$ cat src/rtl/ppu_frame_sequencer.sv
// Aligns the PPU pixel stream to the HDMI frame trigger and writes pixels into a
// ping-pong line buffer, flagging timing violations and tracking lock.
module ppu_frame_sequencer #(
  parameter int ISCREEN_WIDTH  = 256,
  parameter int ISCREEN_HEIGHT = 240,
  parameter int IPIXEL_LATENCY = 4,
  parameter int LOCK_FRAMES    = 4
) (
  input  logic       clk_p,
  input  logic       rst_p,
  input  logic       new_frame,
  input  logic       pix_valid,
  input  logic [5:0] pix_data,
  output logic       buf_we,
  output logic [8:0] buf_addr,
  output logic [5:0] buf_wdata,
  output logic       line_ready,
  output logic       line_bank,
  output logic       frame_start,
  output logic       locked,
  output logic       sync_err,
  output logic [7:0] err_cnt
);

  typedef enum logic [1:0] {ST_WAIT, ST_ARM, ST_ACTIVE} state_t;

  localparam logic [7:0] X_LAST   = 8'(ISCREEN_WIDTH - 1);
  localparam logic [7:0] Y_LAST   = 8'(ISCREEN_HEIGHT - 1);
  localparam logic [3:0] ARM_LAST = 4'(IPIXEL_LATENCY - 1);
  localparam logic [3:0] LOCK_N   = 4'(LOCK_FRAMES);

  state_t     state_q, state_d;
  logic [3:0] cnt_q, cnt_d;
  logic [7:0] x_q, x_d;
  logic [7:0] y_q, y_d;
  logic       bank_q, bank_d;
  logic [3:0] clean_q, clean_d;
  logic       we_q, we_d;
  logic [8:0] addr_q, addr_d;
  logic [5:0] wdata_q, wdata_d;
  logic       lr_q, lr_d;
  logic       lb_q, lb_d;
  logic       fs_q, fs_d;
  logic       locked_q, locked_d;
  logic       err_q, err_d;
  logic [7:0] err_cnt_q, err_cnt_d;
  logic       wr;

  always_comb begin
    state_d   = state_q;
    cnt_d     = cnt_q;
    x_d       = x_q;
    y_d       = y_q;
    bank_d    = bank_q;
    clean_d   = clean_q;
    we_d      = 1'b0;
    addr_d    = addr_q;
    wdata_d   = wdata_q;
    lr_d      = 1'b0;
    lb_d      = 1'b0;
    fs_d      = 1'b0;
    err_d     = 1'b0;
    err_cnt_d = err_cnt_q;
    wr        = 1'b0;

    case (state_q)
      ST_WAIT: begin
        if (new_frame) begin
          state_d = ST_ARM;
          cnt_d   = 4'd0;
        end
      end
      ST_ARM: begin
        if (new_frame) begin
          err_d = 1'b1;
          cnt_d = 4'd0;
        end else if (pix_valid) begin
          if (cnt_q == ARM_LAST) begin
            wr      = 1'b1;
            fs_d    = 1'b1;
            state_d = ST_ACTIVE;
          end else begin
            err_d   = 1'b1;
            state_d = ST_WAIT;
          end
        end else if (cnt_q == ARM_LAST) begin
          err_d   = 1'b1;
          state_d = ST_WAIT;
        end else begin
          cnt_d = cnt_q + 4'd1;
        end
      end
      ST_ACTIVE: begin
        // A trigger mid-frame drops the partial line and re-arms immediately.
        if (new_frame) begin
          err_d   = 1'b1;
          x_d     = 8'd0;
          y_d     = 8'd0;
          cnt_d   = 4'd0;
          state_d = ST_ARM;
        end else if (pix_valid) begin
          wr = 1'b1;
        end
      end
      default: state_d = ST_WAIT;
    endcase

    if (wr) begin
      we_d    = 1'b1;
      addr_d  = {bank_q, x_q};
      wdata_d = pix_data;
      if (x_q == X_LAST) begin
        x_d    = 8'd0;
        lr_d   = 1'b1;
        lb_d   = bank_q;
        bank_d = ~bank_q;
        if (y_q == Y_LAST) begin
          y_d     = 8'd0;
          clean_d = (clean_q == LOCK_N) ? clean_q : clean_q + 4'd1;
          state_d = ST_WAIT;
        end else begin
          y_d = y_q + 8'd1;
        end
      end else begin
        x_d = x_q + 8'd1;
      end
    end

    if (err_d) begin
      err_cnt_d = (err_cnt_q == 8'hFF) ? err_cnt_q : err_cnt_q + 8'd1;
      clean_d   = 4'd0;
    end

    // Registered from clean_q so lock rises a cycle after the last line, but an
    // error clears it in the same cycle as sync_err.
    locked_d = err_d ? 1'b0 : (clean_q == LOCK_N);
  end

  always_ff @(posedge clk_p) begin
    if (rst_p) begin
      state_q   <= ST_WAIT;
      cnt_q     <= 4'd0;
      x_q       <= 8'd0;
      y_q       <= 8'd0;
      bank_q    <= 1'b0;
      clean_q   <= 4'd0;
      we_q      <= 1'b0;
      addr_q    <= 9'd0;
      wdata_q   <= 6'd0;
      lr_q      <= 1'b0;
      lb_q      <= 1'b0;
      fs_q      <= 1'b0;
      locked_q  <= 1'b0;
      err_q     <= 1'b0;
      err_cnt_q <= 8'd0;
    end else begin
      state_q   <= state_d;
      cnt_q     <= cnt_d;
      x_q       <= x_d;
      y_q       <= y_d;
      bank_q    <= bank_d;
      clean_q   <= clean_d;
      we_q      <= we_d;
      addr_q    <= addr_d;
      wdata_q   <= wdata_d;
      lr_q      <= lr_d;
      lb_q      <= lb_d;
      fs_q      <= fs_d;
      locked_q  <= locked_d;
      err_q     <= err_d;
      err_cnt_q <= err_cnt_d;
    end
  end

  assign buf_we      = we_q;
  assign buf_addr    = addr_q;
  assign buf_wdata   = wdata_q;
  assign line_ready  = lr_q;
  assign line_bank   = lb_q;
  assign frame_start = fs_q;
  assign locked      = locked_q;
  assign sync_err    = err_q;
  assign err_cnt     = err_cnt_q;

endmodule

$ cat config.mk
export PLATFORM = sky130hd
export DESIGN_NAME = ppu_frame_sequencer
export DESIGN_NICKNAME = d
export VERILOG_FILES = /design/src/rtl/ppu_frame_sequencer.sv
export SDC_FILE = /design/constraint.sdc
export NUM_CORES = 1
export LEC_CHECK = 0
export BUFFER_PORTS_ARGS = -buffer_cell sky130_fd_sc_hd__buf_2
export CAP_MARGIN = 5
export CORE_MARGIN = 2
export CORE_UTILIZATION = 31
export DETAILED_ROUTE_END_ITERATION = 8
export SLEW_MARGIN = 5
export SYNTH_ARGS = -nofsm -noshare
export SYNTH_HDL_FRONTEND = slang
export SYNTH_SLANG_ARGS = --single-unit
$ cat constraint.sdc
create_clock -name clk_p -period 4.21 [get_ports clk_p]
set_input_delay 0.842 -clock clk_p [delete_from_list [all_inputs] [get_ports clk_p]]
set_output_delay 0.842 -clock clk_p [all_outputs]
set_load 0.05 [all_outputs]
==> results of run 1 <==
==> cell type report <==
class	instances	area, um2
Tap cell	108	135
Sequential cell	56	1120
Inverter	9	33.8
Fill cell	920	5540
Clock buffer	5	68.8
Multi-Input combinational cell	239	1470
Clock inverter	3	22.5
Antenna cell	1	2.50
Timing Repair Buffer	39	198
==> stage by stage <==
step                      utilization  hold WS, ns
after global routing            0.355        0.483
after floorplan                     -        0.440
after detailed placement        0.344        0.446
final                           0.355        0.455
after CTS                       0.355        0.461
after global placement          0.344        0.443
==> cells by family after synthesis <==
logic type,share of synthesized area
multiplexers,0.0310
AND/OR/NAND/NOR,0.256
buffers and inverters,0.0425
flip-flops,0.414
XOR/XNOR,0.00647
adder cells (fa/ha/maj),0.0509
AO/OA/AOI/OAI,0.199
==> cell usage in the layout (no fill, tap or decap), types with 6 or more instances in the layout <==
cell	count
a21oi_1	34
a31oi_1	6
and3_1	7
buf_2	38
dfxtp_1	56
ha_1	11
inv_1	9
nand2_1	48
nand3_1	12
nor2_1	21
nor3_1	9
o21ai_0	8
or4_1	6
==> worst paths after layout <==
path	start	end	slack, ns	depth (start not counted)
hold / removal	buf_addr[4]	buf_addr[4]	0.45	2
setup reg to reg	cnt_q[0]	x_q[3]	1.40	7
hold reg to reg	buf_addr[4]	buf_addr[4]	0.45	2
setup / recovery	cnt_q[0]	x_q[3]	1.40	7
==> registers in the layout, indices dropped and copies added, names as in the netlist <==
signal / count
bank_q: 1
buf_addr: 9
buf_wdata: 6
buf_we: 1
clean_q: 4
cnt_q: 4
err_cnt: 8
frame_start: 1
line_bank: 1
line_ready: 1
locked: 1
state_q: 2
sync_err: 1
x_q: 8
y_q: 8
==> worst register-to-register path, delay by kind of cell, from the launching register on <==
kind	cells	cell delay, ns
and+or+nand+nor	3	1.53
adders and majority gates	2	0.49
DFF	1	0.38
AOI/OAI and AO/OA	2	0.36
==> layer usage <==
metal,routed length (um),part of all wire,global-route usage,vias to the layer above
met4,85,0.015,0.0427,0
met2,2640,0.45,0.208,56
met1,2850,0.49,0.165,1104
met5,0,0,0,-
met3,268,0.046,0.0266,9
li1,-,-,-,1218
==> power groups by stage <==
stage	sequential [mW]	combinational [mW]	clock (mW)
after floorplan	0.548	0.0296	0
after global routing	0.534	0.0509	0.335
after CTS	0.534	0.0448	0.318
after global placement	0.546	0.0445	0
final	0.533	0.0450	0.300
after detailed placement	0.546	0.0446	0
==> impl_metrics.json, run 1 <==
{
  "status": "completed",
  "finalSetupTns_ns": 0,
  "synthToLayoutAreaGrowth_pct": 12.8,
  "firstDrtPassIters": 4,
  "synth_edf_count": 0,
  "hpwl_um": 3990,
  "maxCapViolCount": 0,
  "gp_congestion": 0.844,
  "synthFlopType": "dfxtp_1",
  "grt_overflow": 0,
  "synth_area_leaders": "dfxtp_1 41%, nand2_1 6.7%, a21oi_1 6.3%",
  "dpl-instance-area_mm2": 0.00296,
  "wl_per_cell_um": 12.7,
  "syn_area_mm2": 0.00271,
  "cp.arrival_ns": 3.07,
  "grt_max_degree": 49,
  "drt_iter0_markers": 142,
  "total_power_mw": 0.879,
  "nets": 371,
  "ctsHoldBuffers": 0,
  "yosysUniqueCellTypes": 57,
  "core_area_mm2": 0.00859,
  "grt_setup_unrepaired": "false",
  "final_antenna_net_count": 0,
  "worst_hold_path_type": "reg -> reg",
  "path_clk_slew_ns": 0.10,
  "post-synth-top-count-cell": "dfxtp_1",
  "cts_htree_levels": 2,
  "cpPeakStageDelay_ns": 0.66,
  "leakage_nw": 1.17,
  "finalSetupViolCount": 0,
  "final_cells": 460,
  "switching_share": 0.243,
  "grt.total_usage": 0.126,
  "initial_core_util": 0.315,
  "dieArea_mm2": 0.00949,
  "cp_common_cell": "ha_1",
  "cts_num_sinks": 56,
  "p_seq_frac": 0.607,
  "cts_resized": 0,
  "antenna_found_initial": 1,
  "finalHoldViolCount": 0,
  "synthTopCellsByCount": "56 x dfxtp_1, 48 x nand2_1, 34 x a21oi_1, 21 x nor2_1, 12 x nand3_1",
  "die_height_um": 97.4,
  "fin_ws_ns": 1.40,
  "grt_pass1_wl_um": 10200,
  "yosysWarnings": 0,
  "routed_wl_um": 5840,
  "cp_max_fo": 24,
  "clockBufferDepth": 2,
  "finalCritPeriodShare": 0.668,
  "pre_cts_slack_ns": 1.39,
  "num_rows": 34,
  "critPathLaunchType": "flop",
  "clkPwrFrac": 0.342,
  "slew_headroom": 0.414,
  "p_per_area_mw_per_mm2": 288,
  "worstMarginPinSlew_ns": 0.879,
  "portBuffers": 38,
  "power.switching_mw": 0.213,
  "cpMaxStageDelayCell": "or4_1",
  "ys_seq_area_frac": 0.414,
  "ys_seq_elements": 56,
  "period_needed_ns": 2.81,
  "drc": 0,
  "grt_pass1_vias": 2287,
  "tritoncts": "done",
  "synth_nets": 340,
  "critPathCaptureType": "flop",
  "fin_skew_ns": 0.00874,
  "crit_required_ns": 4.46,
  "synth_top_area_frac": 0.414,
  "dr_total_vias": 2387,
  "drive_above_1_share": 0.174,
  "path_cells": "ha_1 > nor3b_1 > ha_1 > a22o_2 > nand2_1 > or4_1 > a31oi_1",
  "slew_viol_final": 0,
  "viasPerCell": 5.19,
  "root_buffer": "clkbuf_8",
  "path_buf_inv": 0,
  "crit_family": "simple AND/OR/NAND/NOR gates",
  "ioPinCount": 39,
  "cts_buffers": 5,
  "syn-instance-count": 319,
  "insertion_delay_ns": 0.32,
  "crit_type": "reg -> reg",
  "combinationalPowerShare": 0.051,
  "synth_area_leader_cell": "dfxtp_1",
  "fmax_mhz": 356,
  "cts_setup_buffers": 0,
  "placed_cells": 451,
  "syn_area_per_cell_um2": 8.48,
  "die_x_um": 97.4,
  "synth-async-reset-ratio": 0,
  "peakVddDrop_mv": 0.126,
  "p_int_mw": 0.666,
  "stdcell_area_mm2": 0.00305
}
Note: power is estimated with default switching activity, not from simulation.
==> run 2: changes to the inputs <==
ABC_AREA = 1   (was not set)
clock period = 2.7 ns   (was 4.21 ns; I/O delays follow)
==> impl_metrics.json, run 2 <==
{
  "yosysUniqueCellTypes": 31,
  "antenna_found_initial": 0,
  "drive_above_1_share": 0.169,
  "nets": 449,
  "most-common-layout-cells": "84 x nand2_1, 56 x dfxtp_1, 51 x nor2_1",
  "synth_top_area_frac": 0.403,
  "portBuffers": 38,
  "cts_num_sinks": 56,
  "dr_total_vias": 2481,
  "synth_nets": 412,
  "num_rows": 34,
  "syn-instance-count": 391,
  "worstReg2RegStart": "cnt_q[0]",
  "rr_endpoint": "buf_addr[3]",
  "p_seq_frac": 0.629,
  "leakage_nw": 1.38,
  "synth_edf_count": 0,
  "routed_wl_um": 5900,
  "pre_cts_slack_ns": 0.797,
  "dieArea_mm2": 0.00975,
  "critPathCaptureType": "flop",
  "reg2reg_slack_ns": 0.78,
  "grt.total_usage": 0.124,
  "min_to": "bank_q",
  "firstDrtPassIters": 4,
  "crit_required_ns": 2.93,
  "finalHoldViolCount": 0,
  "yosysWarnings": 0,
  "drc": 0,
  "grt_max_degree": 27,
  "synthTopCellsByCount": "84 x nand2_1, 56 x dfxtp_1, 51 x nor2_1, 41 x nand3_1, 36 x inv_1",
  "fmax_mhz": 520,
  "finalCritPeriodShare": 0.713,
  "initial_core_util": 0.319,
  "min_from": "bank_q",
  "power.switching_mw": 0.307,
  "multi_input_area_mm2": 0.00144,
  "grt_setup_unrepaired": "false",
  "cp_max_fo": 22,
  "grt_pass1_vias": 2317,
  "slew_viol_final": 0,
  "wl_per_cell_um": 11.0,
  "maxCapViolCount": 0,
  "die_height_um": 98.7,
  "tritoncts": "done",
  "combinationalPowerShare": 0.057,
  "final_antenna_net_count": 0,
  "path_clk_slew_ns": 0.09,
  "hpwl_um": 4230,
  "ctsHoldBuffers": 0,
  "fin_ws_ns": 0.776,
  "grt_overflow": 0,
  "viasPerCell": 4.65,
  "crit_type": "reg -> reg",
  "syn_area_mm2": 0.00278,
  "synthFlopType": "dfxtp_1",
  "grt_pass1_wl_um": 10100,
  "cts_setup_buffers": 0,
  "finalSetupViolCount": 0,
  "synth-async-reset-ratio": 0,
  "status": "completed",
  "largest_register_ffs": 9,
  "clockBufferDepth": 2,
  "final_common_cell": "nand2_1",
  "p_int_mw": 1.02,
  "placed_cells": 529,
  "fillers": 907,
  "insertion_delay_ns": 0.30,
  "clkPwrFrac": 0.314,
  "fin_skew_ns": 0.00543,
  "gp_congestion": 0.792,
  "die_x_um": 98.7,
  "reg2reg_depth": 10,
  "worst_hold_path_type": "reg -> reg",
  "register_area_mm2": 0.00112,
  "synth_area_leaders": "dfxtp_1 40%, nand2_1 11%, nand3_1 7.4%",
  "post-synth-top-count-cell": "nand2_1",
  "syn_area_per_cell_um2": 7.11,
  "slew_headroom": 0.575,
  "peakVddDrop_mv": 0.167,
  "cts_buffers": 5,
  "finalSetupTns_ns": 0,
  "cts_resized": 0,
  "drt_iter0_markers": 96,
  "ys_seq_elements": 56,
  "ys_seq_area_frac": 0.403,
  "synthToLayoutAreaGrowth_pct": 12.5,
  "ioPinCount": 39,
  "worstMarginPinSlew_ns": 0.637,
  "critPathLaunchType": "flop",
  "hold_depth": 2,
  "p_per_area_mw_per_mm2": 424,
  "final_cells": 534,
  "final_util": 0.359,
  "cp.arrival_ns": 2.16,
  "core_area_mm2": 0.00872,
  "switching_share": 0.231,
  "synth_area_leader_cell": "dfxtp_1",
  "period_needed_ns": 1.92,
  "cts_htree_levels": 2,
  "root_buffer": "clkbuf_8",
  "n_antenna_cell": 0
}
run 2: routing by layer:
layer,up-vias,share of wire,global-route usage
li1,1328,-,-
met1,1116,0.49,0.156
met2,27,0.47,0.213
met3,10,0.025,0.0234
met4,0,0.017,0.0411
met5,-,0,0
run 2: how the worst max path moves through the flow:
stage,start,to,slack [ns],cells after the start
4_1_cts,cnt_q[0],buf_addr[3],0.77,10
3_5_place_dp,cnt_q[0],buf_addr[5],0.80,10
6_report,cnt_q[0],buf_addr[3],0.78,10
5_1_grt,cnt_q[0],buf_addr[5],0.45,10
2_1_floorplan,err_cnt[1],err_cnt[1],0.98,8
3_3_place_gp,cnt_q[0],locked,0.82,9
run 2: cell type report:
cell class / instances / share of cell area
multi-input combinational: 283 / 0.461
sequential: 56 / 0.358
timing repair buffer: 39 / 0.0632
inverter: 43 / 0.0520
tap: 108 / 0.0432
clock buffer: 5 / 0.0220
run 2: metrics by stage:
stage | hold WS (ns) | power, mW | cell area, um2
finish | 0.471 | 1.33 | 3130
global route | 0.477 | 1.39 | 3130
CTS | 0.475 | 1.35 | 3130
detailed placement | 0.462 | 0.931 | 3060
global placement | 0.449 | 0.930 | 3060
floorplan | 0.439 | 0.908 | 2780
run 2: cell families after synthesis:
| logic type | count (synthesis) | share of synthesized area |
|---|---|---|
| fa+ha+maj | 11 | 0.0495 |
| compound gates | 61 | 0.114 |
| simple gates | 203 | 0.330 |
| buf+inv | 52 | 0.0783 |
| flops | 56 | 0.403 |
| xor+xnor | 8 | 0.0252 |
run 2: critical path, cell delays in order, from the launching register on:
cell and delay, ns:
dfxtp_1 0.38, ha_1 0.20, nand3_1 0.10, inv_1 0.08, ha_1 0.15, nand3_2 0.09
nand2_2 0.12, nand2_4 0.14, inv_2 0.31, o21ai_0 0.13, a21oi_1 0.15
run 2: power groups by stage:
| stage | clock network [mW] | logic, mW | registers (mW) |
|---|---|---|---|
| detailed placement | 0 | 0.0766 | 0.855 |
| global route | 0.469 | 0.0868 | 0.836 |
| CTS | 0.442 | 0.0765 | 0.835 |
| floorplan | 0 | 0.0484 | 0.859 |
| finish | 0.416 | 0.0758 | 0.835 |
| global placement | 0 | 0.0761 | 0.854 |
==> run 3: changes to the inputs <==
ABC_AREA = 0   (was 1)
clock period = 2 ns   (was 2.7 ns; I/O delays follow)
==> impl_metrics.json, run 3 (synthesis results as in run 1) <==
{
  "status": "completed",
  "clkPwrFrac": 0.333,
  "finalSetupViolCount": 0,
  "most-common-layout-cells": "53 x dfxtp_1, 47 x nand2_1, 38 x buf_2",
  "dieArea_mm2": 0.00949,
  "wl_per_cell_um": 12.7,
  "cp_max_fo": 5,
  "pre_cts_slack_ns": -0.0341,
  "fmax_mhz": 507,
  "finalCritPeriodShare": 0.986,
  "core_area_mm2": 0.00859,
  "largest_register_ffs": 9,
  "maxCapViolCount": 0,
  "die_height_um": 97.4,
  "die_x_um": 97.4,
  "nets": 395,
  "cpPeakStageDelay_ns": 0.52,
  "viasPerCell": 5.15,
  "slew_headroom": 0.727,
  "path_buf_inv": 0,
  "cts_num_sinks": 56,
  "n_antenna_cell": 0,
  "clockBufferDepth": 2,
  "peakVddDrop_mv": 0.259,
  "antenna_found_initial": 0,
  "crit_family": "simple AND/OR/NAND/NOR gates",
  "path_cells": "ha_4 > nor3b_4 > ha_2 > and3_4 > o221ai_4 > or4_4 > a21oi_2",
  "p_seq_frac": 0.602,
  "dr_total_vias": 2489,
  "firstDrtPassIters": 4,
  "final_cells": 483,
  "cp.arrival_ns": 2.23,
  "critPathLaunchType": "flop",
  "crit_type": "reg -> reg",
  "portBuffers": 38,
  "drive_above_1_share": 0.280,
  "final_antenna_net_count": 0,
  "cpMaxStageDelayCell": "or4_4",
  "synthToLayoutAreaGrowth_pct": 23.6,
  "tritoncts": "done",
  "hpwl_um": 4340,
  "drt_iter0_markers": 75,
  "leakage_nw": 1.29,
  "p_int_mw": 1.41,
  "routed_wl_um": 6120,
  "placed_cells": 473,
  "root_buffer": "clkbuf_8",
  "grt_pass1_wl_um": 10300,
  "final_common_cell": "dfxtp_1",
  "num_rows": 34,
  "initial_core_util": 0.315,
  "fin_skew_ns": 0.0178,
  "period_needed_ns": 1.97,
  "grt_pass1_vias": 2322,
  "reg2reg_slack_ns": 0.03,
  "fin_ws_ns": 0.0285,
  "drc": 0,
  "grt_overflow": 0,
  "power.switching_mw": 0.452,
  "grt.total_usage": 0.128,
  "cts_buffers": 5,
  "ctsHoldBuffers": 0,
  "worst_hold_path_type": "in -> reg",
  "insertion_delay_ns": 0.32,
  "worstMarginPinSlew_ns": 0.408,
  "crit_required_ns": 2.26,
  "ioPinCount": 39,
  "combinationalPowerShare": 0.065,
  "p_per_area_mw_per_mm2": 557,
  "slew_viol_final": 0,
  "critPathCaptureType": "flop",
  "grt_setup_unrepaired": "true",
  "gp_congestion": 0.779,
  "cts_htree_levels": 2,
  "switching_share": 0.243,
  "path_clk_slew_ns": 0.11,
  "finalHoldViolCount": 0,
  "grt_max_degree": 25
}
run 3: cell count changes in the layout (fill, tap and decap cells not counted), moves of 5 or more:
cell / previous run / this run
a31oi_1: 1 / 6
and3_1: 0 / 5
buf_4: 1 / 25
ha_1: 11 / 6
inv_1: 36 / 9
inv_2: 6 / 0
mux2i_1: 0 / 5
nand2_1: 84 / 47
nand3_1: 41 / 12
nor2_1: 51 / 20
nor3_1: 2 / 9
o21ai_0: 23 / 8
o31ai_1: 0 / 5
run 3: final timing paths:
kind              cells past startpoint           end         start
setup / recovery                      7    err_cnt[7]      cnt_q[1]
hold / removal                        3  buf_wdata[3]   pix_data[3]
setup reg to reg                      7    err_cnt[7]      cnt_q[1]
hold reg to reg                       2  buf_wdata[4]  buf_wdata[4]
run 3: power groups by stage:
stage / sequential, mW / combinational [mW] / clock (mW)
2_1_floorplan: 1.15 / 0.0633 / 0
3_3_place_gp: 1.15 / 0.109 / 0
3_5_place_dp: 1.15 / 0.109 / 0
4_1_cts: 1.12 / 0.110 / 0.650
5_1_grt: 1.12 / 0.133 / 0.684
6_report: 1.12 / 0.122 / 0.620
run 3: routing by layer:
metal | vias up | part of all wire | track usage
met4 | 0 | 0.0078 | 0.0299
met3 | 5 | 0.033 | 0.0309
li1 | 1271 | - | -
met5 | - | 0 | 0
met2 | 32 | 0.48 | 0.221
met1 | 1181 | 0.48 | 0.161
run 3: layout make-up:
cell class	instances	area, um2
sequential	56	1120
inverter	9	33.8
tap	108	135
clock inverter	3	18.8
clock buffer	5	68.8
multi-input combinational	239	1590
timing repair buffer	63	378
fill	875	5250
run 3: tightest hold or removal path, stage by stage:
cell and delay, ns:
buf_2 0.09, nand2_1 0.04, a21oi_1 0.05
run 3: timing repair:
action | in CTS | in global routing
gates resized for setup | 2 | 22
endpoints found under the hold margin | 0 | 0
setup buffers | 1 | 1
setup endpoints to repair | 8 | 27
pin swaps | 0 | 7
run 3: metrics by stage:
stage	power [mW]	setup TNS (ns)	instance area [um2]	hold WS [ns]	util
finish	1.86	0	3350	0.309	0.389
global route	1.94	-0.136	3350	0.306	0.389
CTS	1.88	0	3240	0.307	0.377
detailed placement	1.26	-0.0795	3140	0.444	0.365
global placement	1.26	0	3140	0.439	0.365
floorplan	1.22	0	2720	0.440	-
